[config.mk]
export PLATFORM = sky130hd
export DESIGN_NAME = data_bus_lsu
export DESIGN_NICKNAME = d
export VERILOG_FILES = /design/src/rtl/data_bus_lsu_pkg.sv /design/src/rtl/lsu_align.sv /design/src/rtl/data_bus_lsu.sv
export SDC_FILE = /design/constraint.sdc
export NUM_CORES = 1
export LEC_CHECK = 0
export CORE_MARGIN = 1
export CORE_UTILIZATION = 25
export DETAILED_ROUTE_END_ITERATION = 16
export GPL_TIMING_DRIVEN = 1
export HOLD_SLACK_MARGIN = 0.05
export MAX_ROUTING_LAYER = met4
export SLEW_MARGIN = 20
export SYNTH_ARGS = -nofsm -noshare
export SYNTH_HDL_FRONTEND = slang
export SYNTH_SLANG_ARGS = --single-unit
[constraint.sdc]
create_clock -name clk -period 5.6 [get_ports clk]
set_input_delay 1.12 -clock clk [delete_from_list [all_inputs] [get_ports clk]]
set_output_delay 1.12 -clock clk [all_outputs]
set_load 0.01 [all_outputs]
[src/rtl/data_bus_lsu_pkg.sv]
// rtl/data_bus_lsu_pkg.sv - shared FSM states, funct3 access codes and legality check
package data_bus_lsu_pkg;

  typedef enum logic [1:0] {
    S_IDLE   = 2'b00,
    S_ACCESS = 2'b01,
    S_RESP   = 2'b10,
    S_ERR    = 2'b11
  } state_e;

  localparam logic [2:0] F3_B  = 3'b000;
  localparam logic [2:0] F3_H  = 3'b001;
  localparam logic [2:0] F3_W  = 3'b010;
  localparam logic [2:0] F3_BU = 3'b100;
  localparam logic [2:0] F3_HU = 3'b101;

  // Unsigned variants exist only for loads; halfwords and words must be naturally aligned.
  function automatic logic access_ok(input logic we, input logic [2:0] f3, input logic [1:0] a);
    logic ok;
    case (f3)
      F3_B:    ok = 1'b1;
      F3_BU:   ok = !we;
      F3_H:    ok = !a[0];
      F3_HU:   ok = !we && !a[0];
      F3_W:    ok = (a == 2'b00);
      default: ok = 1'b0;
    endcase
    return ok;
  endfunction

endpackage

[src/rtl/lsu_align.sv]
// rtl/lsu_align.sv - byte-lane enables, store replication and load extraction/extension
module lsu_align
  import data_bus_lsu_pkg::*;
(
  input  logic [2:0]  strb,
  input  logic [1:0]  addr_lo,
  input  logic [31:0] wdata,
  input  logic [31:0] rdata_raw,
  output logic [3:0]  byte_en,
  output logic [31:0] wdata_rep,
  output logic [31:0] rdata_ext
);

  logic [31:0] shifted;

  always_comb begin
    byte_en   = 4'b1111;
    wdata_rep = wdata;
    case (strb[1:0])
      2'b00: begin
        byte_en   = 4'b0001 << addr_lo;
        wdata_rep = {4{wdata[7:0]}};
      end
      2'b01: begin
        byte_en   = 4'b0011 << addr_lo;
        wdata_rep = {2{wdata[15:0]}};
      end
      default: ;
    endcase
  end

  always_comb begin
    shifted = rdata_raw >> {addr_lo, 3'b000};
    case (strb)
      F3_B:    rdata_ext = {{24{shifted[7]}}, shifted[7:0]};
      F3_BU:   rdata_ext = {24'h000000, shifted[7:0]};
      F3_H:    rdata_ext = {{16{shifted[15]}}, shifted[15:0]};
      F3_HU:   rdata_ext = {16'h0000, shifted[15:0]};
      default: rdata_ext = shifted;
    endcase
  end

endmodule

[src/rtl/data_bus_lsu.sv]
// rtl/data_bus_lsu.sv - load/store unit bridging the control unit to a ready-handshake data bus
module data_bus_lsu
  import data_bus_lsu_pkg::*;
#(
  parameter int TIMEOUT_CYCLES = 16
) (
  input  logic        clk,
  input  logic        reset,
  input  logic        req,
  input  logic        we,
  input  logic [2:0]  strb,
  input  logic [31:0] addr,
  input  logic [31:0] wdata,
  output logic        busy,
  output logic        done,
  output logic        err,
  output logic [31:0] rdata,
  output logic        busReq,
  output logic        busWe,
  output logic [31:0] busAddr,
  output logic [3:0]  busByteEn,
  output logic [31:0] busWData,
  input  logic        busReady,
  input  logic [31:0] busRData
);

  localparam int CW = $clog2(TIMEOUT_CYCLES + 1);

  state_e      state_q, state_d;
  logic [CW-1:0] cnt_q, cnt_d;
  logic        we_q, we_d;
  logic [2:0]  strb_q, strb_d;
  logic [31:0] addr_q, addr_d;
  logic [31:0] wdata_q, wdata_d;
  logic [31:0] rdata_q, rdata_d;

  logic [3:0]  lane_en;
  logic [31:0] lane_wdata;
  logic [31:0] lane_rdata;

  lsu_align u_align (
    .strb      (strb_q),
    .addr_lo   (addr_q[1:0]),
    .wdata     (wdata_q),
    .rdata_raw (busRData),
    .byte_en   (lane_en),
    .wdata_rep (lane_wdata),
    .rdata_ext (lane_rdata)
  );

  always_ff @(posedge clk or negedge reset) begin
    if (!reset) begin
      state_q <= S_IDLE;
      cnt_q   <= '0;
      we_q    <= 1'b0;
      strb_q  <= 3'b000;
      addr_q  <= 32'h0;
      wdata_q <= 32'h0;
      rdata_q <= 32'h0;
    end else begin
      state_q <= state_d;
      cnt_q   <= cnt_d;
      we_q    <= we_d;
      strb_q  <= strb_d;
      addr_q  <= addr_d;
      wdata_q <= wdata_d;
      rdata_q <= rdata_d;
    end
  end

  always_comb begin
    state_d = state_q;
    cnt_d   = cnt_q;
    we_d    = we_q;
    strb_d  = strb_q;
    addr_d  = addr_q;
    wdata_d = wdata_q;
    rdata_d = rdata_q;
    case (state_q)
      S_IDLE: begin
        if (req) begin
          we_d    = we;
          strb_d  = strb;
          addr_d  = addr;
          wdata_d = wdata;
          cnt_d   = '0;
          state_d = access_ok(we, strb, addr[1:0]) ? S_ACCESS : S_ERR;
        end
      end
      S_ACCESS: begin
        // A ready in the final allowed cycle still wins over the timeout.
        if (busReady) begin
          state_d = S_RESP;
          if (!we_q) rdata_d = lane_rdata;
        end else if (cnt_q == CW'(TIMEOUT_CYCLES - 1)) begin
          state_d = S_ERR;
        end else begin
          cnt_d = cnt_q + CW'(1);
        end
      end
      S_RESP:  state_d = S_IDLE;
      S_ERR:   state_d = S_IDLE;
      default: state_d = S_IDLE;
    endcase
  end

  assign busy      = (state_q != S_IDLE);
  assign done      = (state_q == S_RESP) || (state_q == S_ERR);
  assign err       = (state_q == S_ERR);
  assign rdata     = rdata_q;
  assign busReq    = (state_q == S_ACCESS);
  assign busWe     = busReq && we_q;
  assign busAddr   = {addr_q[31:2], 2'b00};
  assign busByteEn = busReq ? lane_en : 4'b0000;
  assign busWData  = lane_wdata;

endmodule

# [Word level (Yosys, flattened, before mapping)]
# Index checks and enable logic that the tools add are counted.
[word_totals] regBits=107 latch_bits=0 ram_bits=0 rom_bits=0 input_bits=104 out_inout_bits=105 n_memories=0
[classes] addsub=1 multipliers=0 div=0 order_cmp=0 eq_ne=16 shifts=3 muxes=16 n_bitwise=1 reduce_logical=17
[ops] cell="case mux 32 bit (4 select lines)" n=1
[ops] cell="case mux 32 bit (2 select lines)" n=1
[ops] cell=">> shifter 32 x 5 -> 32 bit" n=1
[ops] cell="2-to-1 mux 5 bit" n=3
[ops] cell="== test 3 bit (second input constant)" n=4
[ops] cell="case mux 5 bit (2 select lines)" n=1
[ops] cell="2-to-1 mux 2 bit" n=4
[ops] cell="case mux 4 bit (2 select lines)" n=1
[ops] cell="== test 3 x 1 -> 1 bit (second input constant)" n=2
[ops] cell="zero test 2 bit" n=3
[ops] cell="zero test 3 bit" n=2
[ops] cell="!= test 2 bit (second input constant)" n=3
[ops] cell="case mux 2 bit (3 select lines)" n=1
[ops] cell="adder 5 x 1 -> 5 bit (second input constant)" n=1
[ops] cell="== test 5 x 4 -> 1 bit (second input constant)" n=1
[ops] cell="case mux 1 bit (5 select lines)" n=1
[ops] cell="== test 2 x 1 -> 1 bit (second input constant)" n=2
[ops] cell="== test 2 bit (second input constant)" n=2
[ops] cell="2-to-1 mux 4 bit" n=1
[ops] cell="AND reduction 2 bit" n=2
[ops] cell="AND reduction 4 bit" n=1
[ops] cell="nonzero test 2 bit" n=2
[ops] cell="<< shifter 1 x 2 -> 4 bit (first input constant)" n=1
[ops] cell="<< shifter 2 x 2 -> 4 bit (first input constant)" n=1
[ops] cell="9 further kinds" n=12

# [Depth between registers and ports, before layout]
[depth] word_depth=8 depth_mapped=7

# [Modules after synthesis]
# From an unflattened synthesis, not the netlist that was laid out.
[hier_totals] hier_cells=620 hier_area_um2=5676.7
[modules_own_cells] mod="data_bus_lsu" instances=1 cells_per_inst=435 area_each_um2=4394.2 seq_area_each_um2=2677.6
[modules_own_cells] mod="lsu_align" instances=1 cells_per_inst=185 area_each_um2=1282.5 seq_area_each_um2=0.0

# [Worst setup path before layout]
# Ideal clock, no wire load.
[synth_path] kind="register to output" start="register addr_q[1]" end="output port busByteEn[3]" arrival_time_ns=1.460 path_slack_ns=3.020 path_stages_with_launch=6 path_cell_list="dfrtp_1 > buf_2 > buf_2 > clkbuf_1 > o21ai_0 > a21oi_1"
[synth_between] elab_chain_cells=3 elab_cells_between_ends=4 classes_between="shift: 2; mux: 2"
[synth_lines] item="from (decl)" line_no="data_bus_lsu.sv:33" text="logic [31:0] addr_q, addr_d;"
[synth_lines] item="from (signal assigned)" line_no="data_bus_lsu.sv:65" text="addr_q <= addr_d;"
[synth_lines] item="<< shifter 2 x 2 -> 4 bit / << shifter 1 x 2 -> 4 bit (equally long branches)" line_no="lsu_align.sv:25, lsu_align.sv:21"
[synth_lines] item="case mux 4 bit (2 select lines) *" line_no="lsu_align.sv:19" text="case (strb[1:0])"
[synth_lines] item="2-to-1 mux 4 bit *" line_no="data_bus_lsu.sv:114" text="assign busByteEn = busReq ? lane_en : 4'b0000;"
[synth_lines] item="to (decl)" line_no="data_bus_lsu.sv:21" text="output logic [3:0] busByteEn,"
# Mark *: on every way between the ends. The rest lies on a longest branch, timed or not.

# [Final worst setup path]
[layout_path] start="register strb_q[0]" end="output port busWData[8]"
[layout_between] elab_chain_cells=2 elab_cells_between_ends=3 classes_between="eq/ne: 1; mux: 1; reduce/logical: 1"
[layout_lines] item="from (decl)" line_no="data_bus_lsu.sv:32" text="logic [2:0] strb_q, strb_d;"
[layout_lines] item="from (signal assigned)" line_no="data_bus_lsu.sv:64" text="strb_q <= strb_d;"
[layout_lines] item="== test 2 x 1 -> 1 bit / zero test 2 bit (equally long branches)" line_no="lsu_align.sv:19"
[layout_lines] item="case mux 32 bit (2 select lines) *" line_no="lsu_align.sv:19"
[layout_lines] item="to (decl)" line_no="data_bus_lsu.sv:22" text="output logic [31:0] busWData,"
# Marked as above.

==> flow_summary_export.csv <==
group,metric,value,unit
setup_path,worstSetupPathDepth,5,
timing,setup_viol_count_final,0,
setup_path,crit_family,"simple AND/OR/NAND/NOR gates",
clocking,clock_tree.root_cell,"clkbuf_16",
synthesis,synth.ff_latch_count,107,
drt,totalWireLength,15.8,mm
synthesis,post_synth_xor_area_fraction,0.162,%
timing,slew_at_the_pin_closest_to_its_max_slew_limit,0.979,ns
timing,min_period_over_period,68.5,%
clocking,max-clock-path-buffers,2,
final_layout,num-nets-final,743,
run_status,status,"completed",
synthesis,synthAdderAreaFrac,0.464,%
place,detailedPlacementHpwl,11.6,mm
clocking,cts_tree,"done",
setup_path,r2r_cells,5,
synthesis,synthDominantAreaCellType,"dfrtp_1",
floorplanning,initial_utilization,25.6,%
synthesis,synth-edff-count,0,
synthesis,synthArstFlopShare,100,%
timing,tns,0,ns
synthesis,leading_cell_type_by_number_of_instances_after_synthesis,"dfrtp_1",
setup_path,critical_path.startpoint,"strb_q[0]",
place,port-buffer-count,206,
grt,initial_antenna_violation_count,1,
floorplanning,placeableCoreArea,21100,µm²
final_layout,drive_gt1_share,16.9,%
setup_path,cp_max_fo,17,
final_layout,syn2layout_area_growth,42.6,%
synthesis,synthCells,482,
timing,finalWorstPathRequiredPeriod,3.83,ns
clocking,cts-buffers-inserted,9,
drt,route.antenna.remaining_nets,0,
drt,wire_per_inst,17.2,µm
synthesis,share_of_synthesized_cell_area_in_and_or_nand_and_nor_gates,9.53,%
floorplanning,die_w,149,µm
floorplanning,top_level_ports,209,
setup_path,r2r-start,"state_q[1]",
flow_run,max-cap-violations,0,
grt,grt_start_max_net_pins,78,
timing,max-slew-margin-rel,34.7,%
setup_path,cp_common_cell,"nand2_1",
synthesis,synthDistinctLibCells,40,
synthesis,dominantRegCellSynth,"dfrtp_1",
clocking,clk_latency,0.35,ns
synthesis,syn-mean-instance-area,11.2,µm²
floorplanning,floorplan.die_area,22200,µm²
power_and_ir_drop,power-per-cell-area,575,nW/µm²
synthesis,yosys.area.top_type_share,49.6,%
drt,num_vias,4061,
synthesis,number_of_warnings_reported_in_the_yosys_synthesis_log,0,
grt,grt_pass1_vias,4328,
clocking,cts_htree_levels,3,
drt,first_drt_pass_iteration_count,4,
setup_path,critical_path.max_stage_delay,0.82,ns
setup_path,criticalPathCategory,"flop to output pin",
timing,report.final.hold_viol_count,0,
place,finalWeightedCongestion,0.834,
timing,grt_setup_unrepaired,"no",
power_and_ir_drop,power.leakage,3.23,nW
timing,skew,0.00786,ns
place,post-place-cells,901,
grt,grt.overflow.total,0,
clocking,clk_pin_slew,0.07,ns
setup_path,worst_setup_path_start_kind,"flop",
timing,worst_hold_slack,0.485,ns
setup_path,critical_path_buf_inv_count,2,
timing,fmax,261,MHz
setup_path,endpoint,"busWData[8]",
grt,track_usage,15.2,%
setup_path,r2r_slack,3.03,ns
setup_path,crit-reg2reg-capture,"rdata[27]",
clocking,postCtsSetupBuffers,0,
synthesis,synth_seq_area_share,49.6,%
clocking,ctsResizeCount,0,
setup_path,endpoint_kind,"output pin",
setup_path,crit_chain,"inv_1, nand2_1, nand2_1, nand2_1, clkdlybuf4s50_1",
setup_path,worst-endpoint-required,4.48,ns
setup_path,critical_path_arrival,2.71,ns
floorplanning,core.rowCount,53,
synthesis,post_synth_mux_area_share,21.6,%
synthesis,synth_compound_area_share,9.86,%
timing,slew_viol_final,0,
final_layout,layout.cells.non_filler,916,
drt,route.detailed.vias_per_inst,4.43,
grt,wire_length_of_the_first_global_routing_pass,24.4,mm
synthesis,ys_top_cells_by_count,"107 x dfrtp_1, 82 x mux2_2, 49 x nand2_1, 40 x buf_4, 33 x o21ai_0",
synthesis,post_syn_area,5390,µm²
synthesis,combinational_family_with_the_most_area_after_synthesis,"multiplexers",
floorplanning,floorplan.die.height,149,µm
drt,first_iter_violations,158,
clocking,cts_hold_repair.buffers,0,
synthesis,synth_top_cells_by_area,"dfrtp_1 50%, mux2_2 17%, buf_4 5.6%",
setup_path,slowest_library_cell_on_the_worst_path,"dfrtp_1",
worst_hold_path,hold_path_class,"flop to flop",
clocking,cts.sinks,107,
power_and_ir_drop,worst_ir_drop_vdd,0.274,mV
drt,drc,0,
[flip-flops by register name, indices dropped and copies added (netlist names)]
register and flops:
addr_q 32, cnt_q 5, rdata 32, state_q 2, strb_q 3, wdata_q 32
we_q 1
[through the flow]
stage               util (%)  setup slack (ns)  power [mW]  instance area [µm²]
finish                  36.5              1.77        4.42                 7690
global route            36.5              1.54        4.73                 7690
CTS                     36.5              1.74        4.50                 7690
detailed placement      35.1              2.13        3.82                 7400
global placement        35.1              2.21        3.81                 7400
floorplan                  -              3.02        2.77                 5400
[power by group]
| group | internal [mW] | leakage, nW | switching, mW |
|---|---|---|---|
| clock | 0.355 | 0.141 | 0.293 |
| combinational | 1.33 | 1.79 | 1.02 |
| sequential | 1.14 | 1.30 | 0.283 |
[final cells by class]
type                       count  area [µm²]
antenna                        1        2.50
fill                        2108       13400
sequential                   107        2680
timing repair buffer         211        2100
inverter                       5        23.8
tap                          275         344
clock inverter                 4        51.3
clock buffer                  10         239
multi-input combinational    303        2260
[how the worst min path moves through the flow]
stage	end	depth (start not counted)	slack, ns	from
global placement	rdata[7]	2	0.47	rdata[7]
CTS	rdata[7]	2	0.49	rdata[7]
detailed placement	rdata[7]	2	0.48	rdata[7]
floorplan	cnt_q[4]	2	0.45	cnt_q[4]
finish	rdata[7]	2	0.48	rdata[7]
global route	addr_q[22]	1	0.52	addr_q[22]
[metal layers]
metal  routed length [µm]  track usage, %
met2                 7690            23.9
met5                    0               -
met3                  872            3.64
met4                  585            7.96
met1                 6640            17.9
[worst register-to-register path, stage by stage, from the launching register on]
cell and delay, ns:
dfrtp_1 0.43, nand2b_1 0.36, clkinv_4 0.18, nand3b_4 0.32
a2111oi_4 1.00, a221o_1 0.22
[logic make-up after synthesis]
logic type | count (synthesis)
XOR/XNOR | 1
AO/OA/AOI/OAI | 82
flip-flops | 107
AND/OR/NAND/NOR | 110
buffers and inverters | 73
other | 1
multiplexers | 106
adder cells (fa/ha/maj) | 2
[cells in the final DEF (no fill, tap or decap), types with 4 or more instances in the layout]
cell type,n
a211o_1,7
a21oi_1,23
a221o_1,9
and2_1,9
and3_1,9
buf_4,6
clkbuf_16,9
clkdlybuf4s50_1,205
dfrtp_1,107
inv_1,4
mux2_2,82
mux2i_1,24
nand2_1,49
nor2_1,30
o21ai_0,33
(Power assumes the default switching activity.)
